### config.mk
export PLATFORM = sky130hd
export DESIGN_NAME = disp_scan_monitor
export DESIGN_NICKNAME = d
export VERILOG_FILES = /design/src/rtl/disp_scan_pkg.sv /design/src/rtl/seg7_to_bcd.sv /design/src/rtl/disp_scan_monitor.sv
export SDC_FILE = /design/constraint.sdc
export NUM_CORES = 1
export LEC_CHECK = 0
export CAP_MARGIN = 20
export CORE_ASPECT_RATIO = 0.7
export CORE_MARGIN = 2
export CORE_UTILIZATION = 31
export CTS_CLUSTER_DIAMETER = 100
export DETAILED_ROUTE_END_ITERATION = 8
export MAX_ROUTING_LAYER = met4
export PLACE_DENSITY = 0.61
export SLEW_MARGIN = 20
export SYNTH_ARGS = -nofsm -noshare
export SYNTH_HDL_FRONTEND = slang
export SYNTH_HIERARCHICAL = 1
export SYNTH_SLANG_ARGS = --single-unit
### constraint.sdc
create_clock -name CP -period 8.8 [get_ports CP]
set_clock_uncertainty 0.1 [all_clocks]
set_input_delay 2.64 -clock CP [delete_from_list [all_inputs] [get_ports CP]]
set_output_delay 2.64 -clock CP [all_outputs]
set_load 0.02 [all_outputs]
### src/rtl/disp_scan_pkg.sv
// Shared constants, types and helpers for the seven-segment scan monitor.
package disp_scan_pkg;

    // Segment patterns {g,f,e,d,c,b,a}, active-high, for digits 0..9 and blank.
    localparam logic [6:0] SEG_0     = 7'h3F;
    localparam logic [6:0] SEG_1     = 7'h06;
    localparam logic [6:0] SEG_2     = 7'h5B;
    localparam logic [6:0] SEG_3     = 7'h4F;
    localparam logic [6:0] SEG_4     = 7'h66;
    localparam logic [6:0] SEG_5     = 7'h6D;
    localparam logic [6:0] SEG_6     = 7'h7D;
    localparam logic [6:0] SEG_7     = 7'h07;
    localparam logic [6:0] SEG_8     = 7'h7F;
    localparam logic [6:0] SEG_9     = 7'h6F;
    localparam logic [6:0] SEG_BLANK = 7'h00;

    localparam logic [3:0] NIB_BLANK = 4'hA;
    localparam logic [3:0] NIB_BAD   = 4'hF;

    // Digit positions within the scanned frame (digit 0 is rightmost).
    localparam int DIG_SEC_LO  = 0;
    localparam int DIG_SEC_HI  = 1;
    localparam int DIG_MIN_LO  = 2;
    localparam int DIG_MIN_HI  = 3;
    localparam int DIG_HOUR_LO = 4;
    localparam int DIG_HOUR_HI = 5;
    localparam int DIG_MODE    = 6;

    typedef enum logic [1:0] {
        ST_WAIT       = 2'd0,
        ST_HOLD       = 2'd1,
        ST_DONE_DIGIT = 2'd2
    } settle_state_t;

    // Index of the set bit in a one-hot select (caller guarantees one-hot).
    function automatic logic [2:0] onehot_to_idx(input logic [7:0] oh);
        logic [2:0] idx;
        idx = 3'd0;
        for (int i = 0; i < 8; i++) begin
            if (oh[i]) begin
                idx = idx | 3'(i);
            end
        end
        return idx;
    endfunction

endpackage

### src/rtl/seg7_to_bcd.sv
// Combinational seven-segment pattern to BCD nibble decoder.
// Blank decodes to NIB_BLANK; anything unrecognised gives NIB_BAD and flags bad.
module seg7_to_bcd
    import disp_scan_pkg::*;
(
    input  logic [6:0] pattern,
    output logic [3:0] nibble,
    output logic       bad
);

    // Pattern lookup; unknown patterns are reported rather than guessed.
    always_comb begin
        nibble = NIB_BAD;
        bad    = 1'b0;
        case (pattern)
            SEG_0:     nibble = 4'h0;
            SEG_1:     nibble = 4'h1;
            SEG_2:     nibble = 4'h2;
            SEG_3:     nibble = 4'h3;
            SEG_4:     nibble = 4'h4;
            SEG_5:     nibble = 4'h5;
            SEG_6:     nibble = 4'h6;
            SEG_7:     nibble = 4'h7;
            SEG_8:     nibble = 4'h8;
            SEG_9:     nibble = 4'h9;
            SEG_BLANK: nibble = NIB_BLANK;
            default: begin
                nibble = NIB_BAD;
                bad    = 1'b1;
            end
        endcase
    end

endmodule

### src/rtl/disp_scan_monitor.sv
// Receive-side monitor for the multiplexed 8-digit seven-segment bus.
// Debounces each digit select, decodes the segments and commits whole frames.
// Optional build macro: DISP_SCAN_MONITOR_RANGE_CHECK_EN (HH:MM:SS range check).
module disp_scan_monitor
    import disp_scan_pkg::*;
#(
    parameter int SETTLE_CYC     = 16,
    parameter int TIMEOUT_CYC    = 100000,
    parameter bit SEL_ACTIVE_LOW = 1'b1,
    parameter bit SEG_ACTIVE_LOW = 1'b0
) (
    input  logic        CP,
    input  logic        CR,
    input  logic [7:0]  codeout,
    input  logic [7:0]  seg,
    output logic [7:0]  Q_H,
    output logic [7:0]  Q_M,
    output logic [7:0]  Q_S,
    output logic [3:0]  MODE,
    output logic [31:0] DIGITS,
    output logic [7:0]  DP,
    output logic        FRAME_VALID,
    output logic        DEC_ERR,
    output logic        SEL_ERR,
    output logic        LINK_LOST,
    output logic        RANGE_ERR
);

    localparam int SCW = $clog2(SETTLE_CYC + 1);
    localparam int TOW = $clog2(TIMEOUT_CYC + 1);
    localparam logic [SCW-1:0] SETTLE_LAST  = SCW'(SETTLE_CYC - 1);
    localparam logic [TOW-1:0] TIMEOUT_LAST = TOW'(TIMEOUT_CYC - 1);
    // Select synchronizer resets to the idle bus level so that reset release
    // is not mistaken for an all-digits-selected glitch.
    localparam logic [7:0] SEL_IDLE_RAW = SEL_ACTIVE_LOW ? 8'hFF : 8'h00;

    logic [7:0]     code_meta_r, code_sync_r, sel_meta_r, sel_sync_r;
    logic [7:0]     sel_norm_s, code_norm_s;
    logic           sel_idle_s, sel_onehot_s, sel_invalid_s;
    settle_state_t  state_r, state_nxt_s;
    logic [7:0]     sel_q_r, sel_q_nxt_s;
    logic [SCW-1:0] cnt_r, cnt_nxt_s;
    logic           capture_s, commit_s;
    logic [2:0]     cap_idx_s;
    logic [3:0]     dec_nib_s;
    logic           dec_bad_s;
    logic [31:0]    buf_dig_r;
    logic [7:0]     buf_dp_r, mask_r;
    logic           dec_flag_r;
    logic [31:0]    digits_r;
    logic [7:0]     dp_r;
    logic           fv_r, dec_err_r, sel_err_r, link_lost_r;
    logic [TOW-1:0] tmo_r;

    // Two-flop synchronizers for the asynchronous display bus.
    always_ff @(posedge CP or posedge CR) begin
        if (CR) begin
            code_meta_r <= 8'h00;
            code_sync_r <= 8'h00;
            sel_meta_r  <= SEL_IDLE_RAW;
            sel_sync_r  <= SEL_IDLE_RAW;
        end else begin
            code_meta_r <= codeout;
            code_sync_r <= code_meta_r;
            sel_meta_r  <= seg;
            sel_sync_r  <= sel_meta_r;
        end
    end

    assign sel_norm_s    = SEL_ACTIVE_LOW ? ~sel_sync_r  : sel_sync_r;
    assign code_norm_s   = SEG_ACTIVE_LOW ? ~code_sync_r : code_sync_r;
    assign sel_idle_s    = (sel_norm_s == 8'h00);
    assign sel_onehot_s  = !sel_idle_s && ((sel_norm_s & (sel_norm_s - 8'd1)) == 8'h00);
    assign sel_invalid_s = !sel_idle_s && !sel_onehot_s;

    assign cap_idx_s = onehot_to_idx(sel_q_r);
    assign commit_s  = (mask_r == 8'hFF);

    seg7_to_bcd u_dec (
        .pattern (code_norm_s[6:0]),
        .nibble  (dec_nib_s),
        .bad     (dec_bad_s)
    );

    // Settle FSM state, latched select and stability counter.
    always_ff @(posedge CP or posedge CR) begin
        if (CR) begin
            state_r <= ST_WAIT;
            sel_q_r <= 8'h00;
            cnt_r   <= {SCW{1'b0}};
        end else begin
            state_r <= state_nxt_s;
            sel_q_r <= sel_q_nxt_s;
            cnt_r   <= cnt_nxt_s;
        end
    end

    // Settle FSM next state: one capture per stable scan slot.
    always_comb begin
        state_nxt_s = state_r;
        sel_q_nxt_s = sel_q_r;
        cnt_nxt_s   = cnt_r;
        capture_s   = 1'b0;
        case (state_r)
            ST_WAIT: begin
                cnt_nxt_s = {SCW{1'b0}};
                if (sel_onehot_s) begin
                    sel_q_nxt_s = sel_norm_s;
                    state_nxt_s = ST_HOLD;
                end else begin
                    state_nxt_s = ST_WAIT;
                end
            end
            ST_HOLD: begin
                if (sel_norm_s == sel_q_r) begin
                    cnt_nxt_s = cnt_r + 1'b1;
                    if ((cnt_r + 1'b1) >= SETTLE_LAST) begin
                        capture_s   = 1'b1;
                        state_nxt_s = ST_DONE_DIGIT;
                    end else begin
                        state_nxt_s = ST_HOLD;
                    end
                end else begin
                    cnt_nxt_s   = {SCW{1'b0}};
                    state_nxt_s = ST_WAIT;
                end
            end
            ST_DONE_DIGIT: begin
                if (sel_norm_s != sel_q_r) begin
                    cnt_nxt_s   = {SCW{1'b0}};
                    state_nxt_s = ST_WAIT;
                end else begin
                    state_nxt_s = ST_DONE_DIGIT;
                end
            end
            default: begin
                cnt_nxt_s   = {SCW{1'b0}};
                state_nxt_s = ST_WAIT;
            end
        endcase
    end

    // Frame assembly buffer; a commit empties it (capture never coincides).
    always_ff @(posedge CP or posedge CR) begin
        if (CR) begin
            buf_dig_r  <= 32'h0000_0000;
            buf_dp_r   <= 8'h00;
            mask_r     <= 8'h00;
            dec_flag_r <= 1'b0;
        end else if (commit_s) begin
            mask_r     <= 8'h00;
            dec_flag_r <= 1'b0;
        end else if (capture_s) begin
            buf_dig_r[{cap_idx_s, 2'b00} +: 4] <= dec_nib_s;
            buf_dp_r[cap_idx_s]                <= code_norm_s[7];
            mask_r[cap_idx_s]                  <= 1'b1;
            dec_flag_r                         <= dec_flag_r | dec_bad_s;
        end else begin
            mask_r <= mask_r;
        end
    end

    // Committed outputs, frame pulse and sticky select error.
    always_ff @(posedge CP or posedge CR) begin
        if (CR) begin
            digits_r  <= 32'h0000_0000;
            dp_r      <= 8'h00;
            dec_err_r <= 1'b0;
            fv_r      <= 1'b0;
            sel_err_r <= 1'b0;
        end else begin
            fv_r      <= commit_s;
            sel_err_r <= sel_err_r | sel_invalid_s;
            if (commit_s) begin
                digits_r  <= buf_dig_r;
                dp_r      <= buf_dp_r;
                dec_err_r <= dec_flag_r;
            end else begin
                dec_err_r <= dec_err_r;
            end
        end
    end

    // Link watchdog: saturating count of cycles since the last commit.
    always_ff @(posedge CP or posedge CR) begin
        if (CR) begin
            tmo_r       <= {TOW{1'b0}};
            link_lost_r <= 1'b1;
        end else if (commit_s) begin
            tmo_r       <= {TOW{1'b0}};
            link_lost_r <= 1'b0;
        end else if ((tmo_r + 1'b1) >= TIMEOUT_LAST) begin
            tmo_r       <= TIMEOUT_LAST;
            link_lost_r <= 1'b1;
        end else begin
            tmo_r       <= tmo_r + 1'b1;
        end
    end

`ifdef DISP_SCAN_MONITOR_RANGE_CHECK_EN
    logic [7:0] hh_s, mm_s, ss_s;
    logic       range_bad_s, range_err_r;

    assign hh_s = {buf_dig_r[DIG_HOUR_HI*4 +: 4], buf_dig_r[DIG_HOUR_LO*4 +: 4]};
    assign mm_s = {buf_dig_r[DIG_MIN_HI*4 +: 4],  buf_dig_r[DIG_MIN_LO*4 +: 4]};
    assign ss_s = {buf_dig_r[DIG_SEC_HI*4 +: 4],  buf_dig_r[DIG_SEC_LO*4 +: 4]};
    assign range_bad_s = (hh_s > 8'h23) || (mm_s > 8'h59) || (ss_s > 8'h59) ||
                         (hh_s[7:4] >= 4'hA) || (hh_s[3:0] >= 4'hA) ||
                         (mm_s[7:4] >= 4'hA) || (mm_s[3:0] >= 4'hA) ||
                         (ss_s[7:4] >= 4'hA) || (ss_s[3:0] >= 4'hA);

    // Time-of-day plausibility of the frame being committed.
    always_ff @(posedge CP or posedge CR) begin
        if (CR) begin
            range_err_r <= 1'b0;
        end else if (commit_s) begin
            range_err_r <= range_bad_s;
        end else begin
            range_err_r <= range_err_r;
        end
    end

    assign RANGE_ERR = range_err_r;
`else
    assign RANGE_ERR = 1'b0;
`endif

    assign DIGITS      = digits_r;
    assign DP          = dp_r;
    assign Q_H         = {digits_r[DIG_HOUR_HI*4 +: 4], digits_r[DIG_HOUR_LO*4 +: 4]};
    assign Q_M         = {digits_r[DIG_MIN_HI*4 +: 4],  digits_r[DIG_MIN_LO*4 +: 4]};
    assign Q_S         = {digits_r[DIG_SEC_HI*4 +: 4],  digits_r[DIG_SEC_LO*4 +: 4]};
    assign MODE        = digits_r[DIG_MODE*4 +: 4];
    assign FRAME_VALID = fv_r;
    assign DEC_ERR     = dec_err_r;
    assign SEL_ERR     = sel_err_r;
    assign LINK_LOST   = link_lost_r;

endmodule

==> results of run 1 <==
[cells in the mapped netlist, types with 7 or more instances]
| master | number |
|---|---|
| nand2_1 | 148 |
| dfrtp_1 | 140 |
| mux2_2 | 40 |
| buf_4 | 31 |
| nor2_1 | 29 |
| xnor2_1 | 21 |
| nor3_1 | 19 |
| dfstp_2 | 17 |
| nand3_1 | 16 |
| inv_1 | 15 |
| clkbuf_1 | 14 |
| o21ai_0 | 14 |
| a21oi_1 | 11 |
| nand4_1 | 11 |
| and3_1 | 10 |
| mux2i_1 | 9 |
| and2_1 | 7 |
| xor2_1 | 7 |
[cell families (layout without fill, tap and decap cells)]
family	count (synthesis)	count (layout)	share of synthesized area
other cells	1	1	0.000529
buf+inv	73	142	0.0570
xor+xnor	28	28	0.0346
flops	157	157	0.557
compound gates	69	69	0.0662
simple gates	281	281	0.195
fa+ha+maj	8	8	0.0134
mux	49	49	0.0762
[metal layers]
| layer | up-vias | wire (um) | GRT usage |
|---|---|---|---|
| met2 | 105 | 6300 | 0.188 |
| met5 | - | 0 | - |
| met4 | 0 | 116 | 0.0411 |
| met1 | 2406 | 7990 | 0.204 |
| li1 | 2357 | - | - |
| met3 | 9 | 682 | 0.0352 |
[state kept, by name, indices dropped and copies added (netlist names), 2 cells and up]
| register | flops |
|---|---|
| DIGITS | 32 |
| buf_dig_r | 32 |
| tmo_r | 17 |
| DP | 8 |
| buf_dp_r | 8 |
| code_meta_r | 8 |
| code_norm_s | 8 |
| mask_r | 8 |
| sel_meta_r | 8 |
| sel_q_r | 8 |
| sel_sync_r | 8 |
| cnt_r | 5 |
| state_r | 2 |
[power groups by stage]
stage               Sequential [mW]  Combinational [mW]  Clock, mW
floorplan                     0.771              0.0848          0
global placement              0.777               0.111          0
detailed placement            0.778               0.113          0
CTS                           0.765               0.113      0.711
global route                  0.768               0.127      0.744
finish                        0.765               0.112      0.692
[final cells by class]
| type | instances | area [sq um] | area share |
|---|---|---|---|
| Multi-Input combinational cell | 436 | 2740 | 0.318 |
| Inverter | 17 | 68.8 | 0.00797 |
| Clock inverter | 14 | 128 | 0.0148 |
| Timing Repair Buffer | 93 | 921 | 0.107 |
| Tap cell | 312 | 390 | 0.0452 |
| Sequential cell | 157 | 3950 | 0.458 |
| Clock buffer | 18 | 429 | 0.0497 |
[final timing paths]
check                                         start                  endpoint  slack (ns)  cells after the start
max in group asynchronous                        CR         DP[2]$_DFFE_PP0P_        4.61                      3
setup reg to reg             sel_q_r[3]$_DFFE_PP0P_  buf_dig_r[9]$_DFFE_PP0P_        5.84                      9
setup / recovery              LINK_LOST$_DFFE_PP1P_                 LINK_LOST        4.50                      1
hold reg to reg            code_meta_r[7]$_DFF_PP0_  code_norm_s[7]$_DFF_PP0_        0.25                      0
hold / removal             code_meta_r[7]$_DFF_PP0_  code_norm_s[7]$_DFF_PP0_        0.25                      0
min in group asynchronous                        CR  code_meta_r[5]$_DFF_PP0_        2.69                      2
[metrics by stage]
stage | util | instance area [sq um] | hold WS [ns] | total power [mW]
after CTS | 0.383 | 8630 | 0.249 | 1.59
after global placement | 0.358 | 8070 | 0.235 | 0.888
after global routing | 0.383 | 8630 | 0.257 | 1.64
after floorplan | - | 7090 | 0.231 | 0.856
after detailed placement | 0.358 | 8070 | 0.235 | 0.890
final | 0.383 | 8630 | 0.249 | 1.57
==> key figures, run 1 <==
Status
  • Status: completed

Floorplanning
  • IO Count: 91
  • Die span in y: 131 um
  • Core area: 0.0226 sq mm
  • Initial Util: 0.314
  • Die Wd: 185 um
  • Row count: 46
  • Die area: 0.0241 sq mm

Timing
  • Final min period: 4.30 ns
  • Max_slew headroom: 0.425
  • Setup violators final: 0
  • Worst-margin pin slew: 0.863 ns
  • RSZ-0062 raised after global routing: no
  • Final Max Slew Viols: 0
  • Max Fclk: 232 MHz
  • Fin crit share: 0.489
  • Final Hold Vio Count: 0
  • Fin worst setup slack: 4.50 ns
  • Setup TNS: 0 ns

Layout
  • Area delta synth->final: 21.7%
  • Layout Nets: 746
  • Share of layout cells above drive strength 1: 0.155
  • Post-Layout Cell Count: 1,047
  • Most common cell after layout, fill and taps aside: nand2_1
  • FILL cells: 2,263
  • # diodes: 0
  • Highest-count cells in the layout ignoring fill and taps: nand2_1 (148), dfrtp_1 (140), clkdlybuf4s50_1 (89), mux2_2 (40), nor2_1 (29)

Critical path
  • Top delay family on crit path: buffers and inverters
  • Critical-path cell list: clkdlybuf4s50_1
  • Arr. time, crit path: 1.56 ns
  • Crit path capture type: output pin
  • Crit-path slowest cell: clkdlybuf4s50_1
  • CP peak stage delay: 0.60 ns
  • CP Class: reg2out
  • Setup crit start kind: flip-flop
  • Worst Path Buf+Inv: 1
  • Crit path required time: 6.06 ns
  • CP Max Fanout: 3

Global route
  • Vias in the first global route: 4,810
  • Largest net degree at the start of global routing: 99
  • Initial antenna violation count: 0
  • Gr usage total: 0.139
  • First-pass GRT wire length: 25,500 um
  • Final global-route overflow total: 0

Pwr
  • Switching Fraction: 0.263
  • Peak VDD IR: 0.127 mV
  • Clk pwr share: 0.441
  • P_sw: 0.412 mW
  • P_leak: 3.95 nW
  • Flop pwr share: 0.488
  • Internal: 1.16 mW
  • Combinational share of power: 0.072
  • PD cells: 182 mW/mm^2

Synthesis
  • Synth Instances: 666
  • Seq/Total Area, Yosys: 0.557
  • Ranking of synthesized cells by area: dfrtp_1 (49%), nand2_1 (7.8%), mux2_2 (6.4%), dfstp_2 (6.3%), buf_4 (3.3%)
  • Synthesized Nets: 690
  • Cell taking the most area after synthesis: dfrtp_1
  • Post-synth top area share: 0.494
  • Avg Inst Size Synth: 10.6 sq um
  • Post-synthesis cell area: 0.00709 sq mm
  • Ys async rst share: 1.00
  • #FFs+latches synth: 157
  • Synth Flop Type: dfrtp_1
  • Post-synth cell types: 69
  • EDFF count, synth: 0
  • Synthesis Warnings: 6

Clocking
  • TritonCTS clock tree: done
  • Post-CTS setup buffer count: 0
  • Total CTS buffers: 17
  • CTS Sinks: 157
  • H-tree levels: 4
  • Worst-path clk slew: 0.06 ns
  • Cts hold-fix bufs: 0
  • Post_cts resized: 0
  • Root Driver: clkbuf_16
  • Insertion delay to the later sink of the worst-skew pair: 0.42 ns
  • Maximum clock path buffer count: 2

Placed design
  • IO Port Bufs: 89
  • Pre-CTS setup slack: 4.05 ns
  • GP Congestion: 0.858
  • Inst Count DP: 1,015
  • HPWL Detailed: 10,100 um

Detailed routing
  • Vias: 4,877
  • First-pass DRT Iterations: 5
  • Vias per inst: 4.66
  • Final WL: 15,100 um
  • Remaining antenna violation count: 0
  • Iter 0 DRT Violations: 475
  • DR WL/cell: 14.4 um
  • # DRC: 0

Run
  • Number of max-cap violations: 0

Hold path
  • Worst min path class: reg2reg
Note: power is estimated with default switching activity, not from simulation.
==> run 2: changes to the inputs <==
Settings changed: PLACE_DENSITY 0.61 to 0.63.
Clock period 8.8 ns to 3.75 ns, I/O delays scaled along.
==> run 2 against run 1 <==
Net effect: final area rose by 1.1%; largest cell class unchanged; clock power increased by 140%; total power grew 140%.
==> key figures, run 2 (same netlist as run 1, synthesis figures left out) <==
Clocking
  • Maximum clock path buffer count: 2 (unchanged)
  • Total CTS buffers: 17 (unchanged)
  • H-tree levels: 4 (unchanged)
  • Root Driver: clkbuf_16
  • Cts hold-fix bufs: 0 (unchanged)
  • CTS Sinks: 157 (unchanged)
  • Post_cts resized: 0 (unchanged)
  • Post-CTS setup buffer count: 0 (unchanged)
  • Worst-path clk slew: 0.07 ns (about the same)
  • Insertion delay to the later sink of the worst-skew pair: 0.43 ns (about the same)
  • TritonCTS clock tree: done

Floorplanning
  • Die span in y: 131 um (unchanged)
  • Core area: 0.0226 sq mm (unchanged)
  • Row count: 46 (unchanged)
  • IO Count: 91 (unchanged)
  • Die area: 0.0241 sq mm (unchanged)
  • Initial Util: 0.314 (unchanged)
  • Die Wd: 185 um (unchanged)

Global route
  • Gr usage total: 0.141 (+0.00161)
  • First-pass GRT wire length: 25,600 um (+0.35%)
  • Largest net degree at the start of global routing: 55 (-44%)
  • Final global-route overflow total: 0 (unchanged)
  • Initial antenna violation count: 0 (unchanged)
  • Vias in the first global route: 4,817 (+0.15%)

Critical path
  • CP peak stage delay: 0.40 ns (-0.20 ns)
  • CP Max Fanout: 8 (+5)
  • Setup slack, reg-to-reg: 0.92 ns (-4.92 ns)
  • Crit-path slowest cell: dfrtp_1
  • Critical-path cell list: inv_1 > nand4_1 > clkinv_1 > ha_1 > ha_1 > nor3_1 > nand4_1 > nor2_1 > mux2_2
  • Arr. time, crit path: 3.05 ns (+1.49 ns)
  • Worst Path Buf+Inv: 2 (+1)
  • CP Class: reg2reg
  • Top delay family on crit path: simple AND/OR/NAND/NOR gates
  • Crit path required time: 3.96 ns (-2.10 ns)
  • Setup crit start kind: flip-flop
  • Crit path capture type: flip-flop

Layout
  • # diodes: 0 (unchanged)
  • Fin util: 0.387 (+0.00422)
  • Most common cell after layout, fill and taps aside: nand2_1
  • Highest-count cells in the layout ignoring fill and taps: nand2_1 (148), dfrtp_1 (140), clkdlybuf4s50_1 (89), mux2_2 (40), nor2_1 (29)
  • Final instance area: 0.00873 sq mm (+1.1%)
  • Share of layout cells above drive strength 1: 0.161 (+0.00571)
  • Post-Layout Cell Count: 1,052 (+0.48%)
  • Layout Nets: 751 (+0.67%)
  • FILL cells: 2,207 (-2.5%)
  • Area delta synth->final: 23.0%

Timing
  • RSZ-0062 raised after global routing: no
  • Hold slack: 0.248 ns (-0.000864 ns)
  • Max Fclk: 353 MHz
  • Max_slew headroom: 0.558 (+0.134)
  • Final Hold Vio Count: 0 (unchanged)
  • Worst-margin pin slew: 0.663 ns (-0.200 ns)
  • Fin crit share: 0.755
  • Final Max Slew Viols: 0 (unchanged)
  • Final min period: 2.83 ns
  • Setup TNS: 0 ns (unchanged)
  • Fin worst setup slack: 0.918 ns (-3.58 ns)
  • Setup violators final: 0 (unchanged)

Pwr
  • PD cells: 428 mW/mm^2 (+140%)
  • Clk pwr share: 0.446 (+0.005)
  • Peak VDD IR: 0.353 mV (+180%)
  • Total power: 3.74 mW (+140%)
  • Switching Fraction: 0.258 (-0.00449)
  • P_leak: 4.00 nW (+1.1%)
  • Internal: 2.77 mW (+140%)
  • Flop pwr share: 0.480 (-0.008)
  • P_sw: 0.965 mW (+130%)
  • Combinational share of power: 0.073 (about the same)

Detailed routing
  • First-pass DRT Iterations: 5 (unchanged)
  • Vias per inst: 4.65 (-0.11%)
  • Remaining antenna violation count: 0 (unchanged)
  • Iter 0 DRT Violations: 364 (-23%)
  • # DRC: 0 (unchanged)
  • Final WL: 15,700 um (+3.8%)
  • DR WL/cell: 14.9 um (+3.3%)
  • Vias: 4,895 (+0.37%)

Placed design
  • IO Port Bufs: 89 (unchanged)
  • GP Congestion: 0.844 (-1.7%)
  • HPWL Detailed: 10,800 um (+7.4%)
  • Post-DP Area: 0.00816 sq mm (+1.1%)
  • Pre-CTS setup slack: 0.965 ns (-3.08 ns)
  • Inst Count DP: 1,020 (+0.49%)

Status
  • Status: completed

Hold path
  • Worst min path class: reg2reg

Run
  • Number of max-cap violations: 0 (unchanged)
run 2: cell type report:
type	count	area (sq um)	share of cell area
timing repair buffer	98	1010	0.116
clock buffer	20	468	0.0536
tap	312	390	0.0447
sequential	157	3950	0.453
inverter	17	67.6	0.00774
multi-input combinational	436	2740	0.314
clock inverter	12	97.6	0.0112
run 2: per-layer routing:
layer | GRT usage | wire length (um) | up-vias
li1 | - | - | 2361
met1 | 0.200 | 8150 | 2415
met2 | 0.192 | 6520 | 102
met3 | 0.0416 | 758 | 17
met4 | 0.0448 | 231 | 0
met5 | - | 0 | -
run 2: power groups by stage:
stage          Clock (mW)  Combinational, mW  Sequential (mW)
6_report             1.67              0.274             1.79
5_1_grt              1.79              0.306             1.80
3_5_place_dp            0              0.275             1.82
3_3_place_gp            0              0.272             1.82
2_1_floorplan           0              0.199             1.81
4_1_cts              1.71              0.276             1.79
run 2: path summary, 6_finish.rpt:
check                                         startpoint                       end  cells past startpoint
worst max-delay path              sel_q_r[3]$_DFFE_PP0P_  buf_dig_r[8]$_DFFE_PP0P_                      9
worst min register to register  code_meta_r[2]$_DFF_PP0_  code_norm_s[2]$_DFF_PP0_                      0
worst max register to register    sel_q_r[3]$_DFFE_PP0P_  buf_dig_r[8]$_DFFE_PP0P_                      9
min in group asynchronous                             CR   buf_dp_r[6]$_DFFE_PP0P_                      2
worst min-delay path            code_meta_r[2]$_DFF_PP0_  code_norm_s[2]$_DFF_PP0_                      0
max in group asynchronous                             CR   sel_sync_r[3]$_DFF_PP1_                      3
==> run 3: changes to the inputs <==
Settings changed: PLACE_DENSITY 0.63 to 0.61.
Clock period 3.75 ns to 2.7 ns, I/O delays scaled along.
==> run 3 against run 2 <==
Net effect: global-route usage up 0.24 points; first-iteration DRC count up 6.0%; final area is 2.5% higher; via count is 2.2% higher; critical path depth fell by 2; sequential power is 39% higher; flip-flop and latch count unchanged; hold slack worse by 0.0050 ns.
==> key figures, run 3 (same netlist as run 1, synthesis figures left out) <==
Detailed routing
  • # DRC: 0 (unchanged)
  • Iter 0 DRT Violations: 386 (+6.0%)
  • Metal3 WL: 802 um (+5.8%)
  • DR WL/cell: 14.6 um (-2.0%)
  • WL met1: 8370 um (+2.6%)
  • Met2 WL: 6400 um (-1.8%)
  • Highest routing layer actually used: met4
  • Vias per inst: 4.64 (-0.35%)
  • First-pass DRT Iterations: 5 (unchanged)
  • Final WL: 15,700 um (+0.52%)
  • Vias: 5,003 (+2.2%)
  • Remaining antenna violation count: 0 (unchanged)

Timing
  • Final Max Slew Viols: 0 (unchanged)
  • Max Fclk: 397 MHz (+12%)
  • Worst-margin pin slew: 0.676 ns (+0.0131 ns)
  • Setup violators final: 0 (unchanged)
  • Max_slew headroom: 0.549 (-0.00875)
  • Fin crit share: 0.934 (+0.179)
  • Final Hold Vio Count: 0 (unchanged)
  • RSZ-0062 raised after global routing: no
  • Final min period: 2.52 ns (-0.310 ns)

Hold path
  • Worst min path class: reg2reg
  • Hold Crit Depth: 0 (unchanged)
  • Worst hold start: sel_meta_r[2]$_DFF_PP1_
  • Hold Path End: sel_sync_r[2]$_DFF_PP1_

Clocking
  • Root Driver: clkbuf_16
  • Post-CTS setup buffer count: 0 (unchanged)
  • Post_cts resized: 0 (unchanged)
  • Cts hold-fix bufs: 0 (unchanged)
  • Total CTS buffers: 17 (unchanged)
  • Worst-path clk slew: 0.07 ns (about the same)
  • TritonCTS clock tree: done
  • CTS Sinks: 157 (unchanged)
  • Maximum clock path buffer count: 2 (unchanged)
  • H-tree levels: 4 (unchanged)
  • Insertion delay to the later sink of the worst-skew pair: 0.43 ns (about the same)

Layout
  • Most common cell after layout, fill and taps aside: nand2_1
  • Final instance area: 0.00894 sq mm (+2.5%)
  • Fin util: 0.396 (+0.00959)
  • Share of layout cells above drive strength 1: 0.193 (+0.0321)
  • Area delta synth->final: 26.1%
  • # diodes: 0 (unchanged)
  • Highest-count cells in the layout ignoring fill and taps: nand2_1 (148), dfrtp_1 (140), clkdlybuf4s50_1 (89), mux2_2 (40), buf_4 (32)
  • Layout Nets: 778 (+3.6%)
  • Post-Layout Cell Count: 1,079 (+2.6%)

Critical path
  • Crit path required time: 2.91 ns (-1.05 ns)
  • Setup slack, reg-to-reg: 0.18 ns (-0.74 ns)
  • Critical-path cell list: ha_1 > o21bai_1 > a221oi_1 > a211o_1 > or2_4 > nor4_4 > mux2_2
  • Arr. time, crit path: 2.73 ns (-0.32 ns)
  • Cells on worst reg2reg path: 7 (-2)
  • Crit path capture type: flip-flop
  • CP Max Fanout: 6 (-2)
  • Reg-to-reg critical path endpoint: buf_dig_r[13]$_DFFE_PP0P_
  • CP peak stage delay: 0.43 ns (+0.03 ns)
  • Setup crit start kind: flip-flop
  • Crit-path slowest cell: dfrtp_1
  • CP Class: reg2reg
  • Origin of the critical flop-to-flop path: cnt_r[1]$_DFFE_PP0N_

Floorplanning
  • IO Count: 91 (unchanged)
  • Die Wd: 185 um (unchanged)
  • Die span in y: 131 um (unchanged)
  • Die area: 0.0241 sq mm (unchanged)
  • Core area: 0.0226 sq mm (unchanged)
  • Row count: 46 (unchanged)
  • Initial Util: 0.314 (unchanged)

Status
  • Status: completed

Global route
  • Initial antenna violation count: 0 (unchanged)
  • First-pass GRT wire length: 26,100 um (+2.0%)
  • Gr usage total: 0.143 (+0.00244)
  • Vias in the first global route: 4,877 (+1.2%)
  • Final global-route overflow total: 0 (unchanged)
  • Largest net degree at the start of global routing: 44 (-20%)

Placed design
  • Inst Count DP: 1,047 (+2.6%)
  • Post-DP Area: 0.00836 sq mm (+2.5%)
  • IO Port Bufs: 89 (unchanged)
  • GP Congestion: 0.829 (-1.8%)
  • HPWL Detailed: 11,100 um (+2.8%)

Pwr
  • Peak VDD IR: 0.450 mV (+27%)
  • P_leak: 4.14 nW (+3.6%)
  • PD cells: 590 mW/mm^2 (+38%)

Run
  • Number of max-cap violations: 0 (unchanged)
run 3: changes by cell type in the layout (fill, tap and decap cells not counted):
| cell | change |
|---|---|
| clkbuf_8 | -1 |
| clkinvlp_4 | -1 |
| clkbuf_1 | -1 |
| a221oi_1 | -1 |
| clkinv_2 | +1 |
| buf_4 | +27 |
| clkinv_4 | +1 |
| inv_8 | +3 |
| a221oi_2 | +1 |
| inv_4 | -1 |
| inv_6 | -1 |
run 3: final cells by class:
cell class              count  area (sq um)
clock buffers              18           450
repair buffers            125          1210
multi-input cells         436          2750
clock inverters            14           123
well taps                 312           390
fillers                  2234         13600
flip-flops and latches    157          3950
inverters                  17          67.6
run 3: worst max-delay path by stage:
stage	start	endpoint	slack [ns]
2_1_floorplan	CR	DEC_ERR$_DFFE_PP0P_	-0.18
3_3_place_gp	cnt_r[1]$_DFFE_PP0N_	buf_dig_r[14]$_DFFE_PP0P_	0.23
3_5_place_dp	cnt_r[1]$_DFFE_PP0N_	buf_dig_r[15]$_DFFE_PP0P_	0.21
4_1_cts	cnt_r[1]$_DFFE_PP0N_	buf_dig_r[14]$_DFFE_PP0P_	0.19
5_1_grt	cnt_r[1]$_DFFE_PP0N_	buf_dig_r[12]$_DFFE_PP0P_	0.009
6_report	cnt_r[1]$_DFFE_PP0N_	buf_dig_r[13]$_DFFE_PP0P_	0.18
run 3: power breakdown:
part	switching (mW)	internal (mW)	total, mW
logic	0.251	0.190	0.440
registers	0.0720	2.42	2.49
clock network	1.07	1.27	2.34
total	1.39	3.88	5.28
run 3: worst max-delay path: cells and delay by family, from the launching register on:
kind	cells	cell delay, ns
AND/OR/NAND/NOR	2	0.64
flip-flops	1	0.43
multiplexers	1	0.38
adder cells (fa/ha/maj)	1	0.31
AO/OA/AOI/OAI	3	0.54
run 3: stage by stage:
stage                     total power, mW  setup WS [ns]  hold slack, ns  TNS, ns
after CTS                            5.34          0.186           0.251        0
after global placement               2.98          0.230           0.233        0
after floorplan                      2.79         -0.183           0.231   -25.62
after global routing                 5.51        0.00905           0.255        0
final                                5.28          0.178           0.243        0
after detailed placement             2.98          0.215           0.237        0
run 3: metal layers:
metal  vias up  track usage
met5         -            -
met4         0       0.0401
met3        14       0.0399
met2       106        0.190
met1      2444        0.211
li1       2439            -
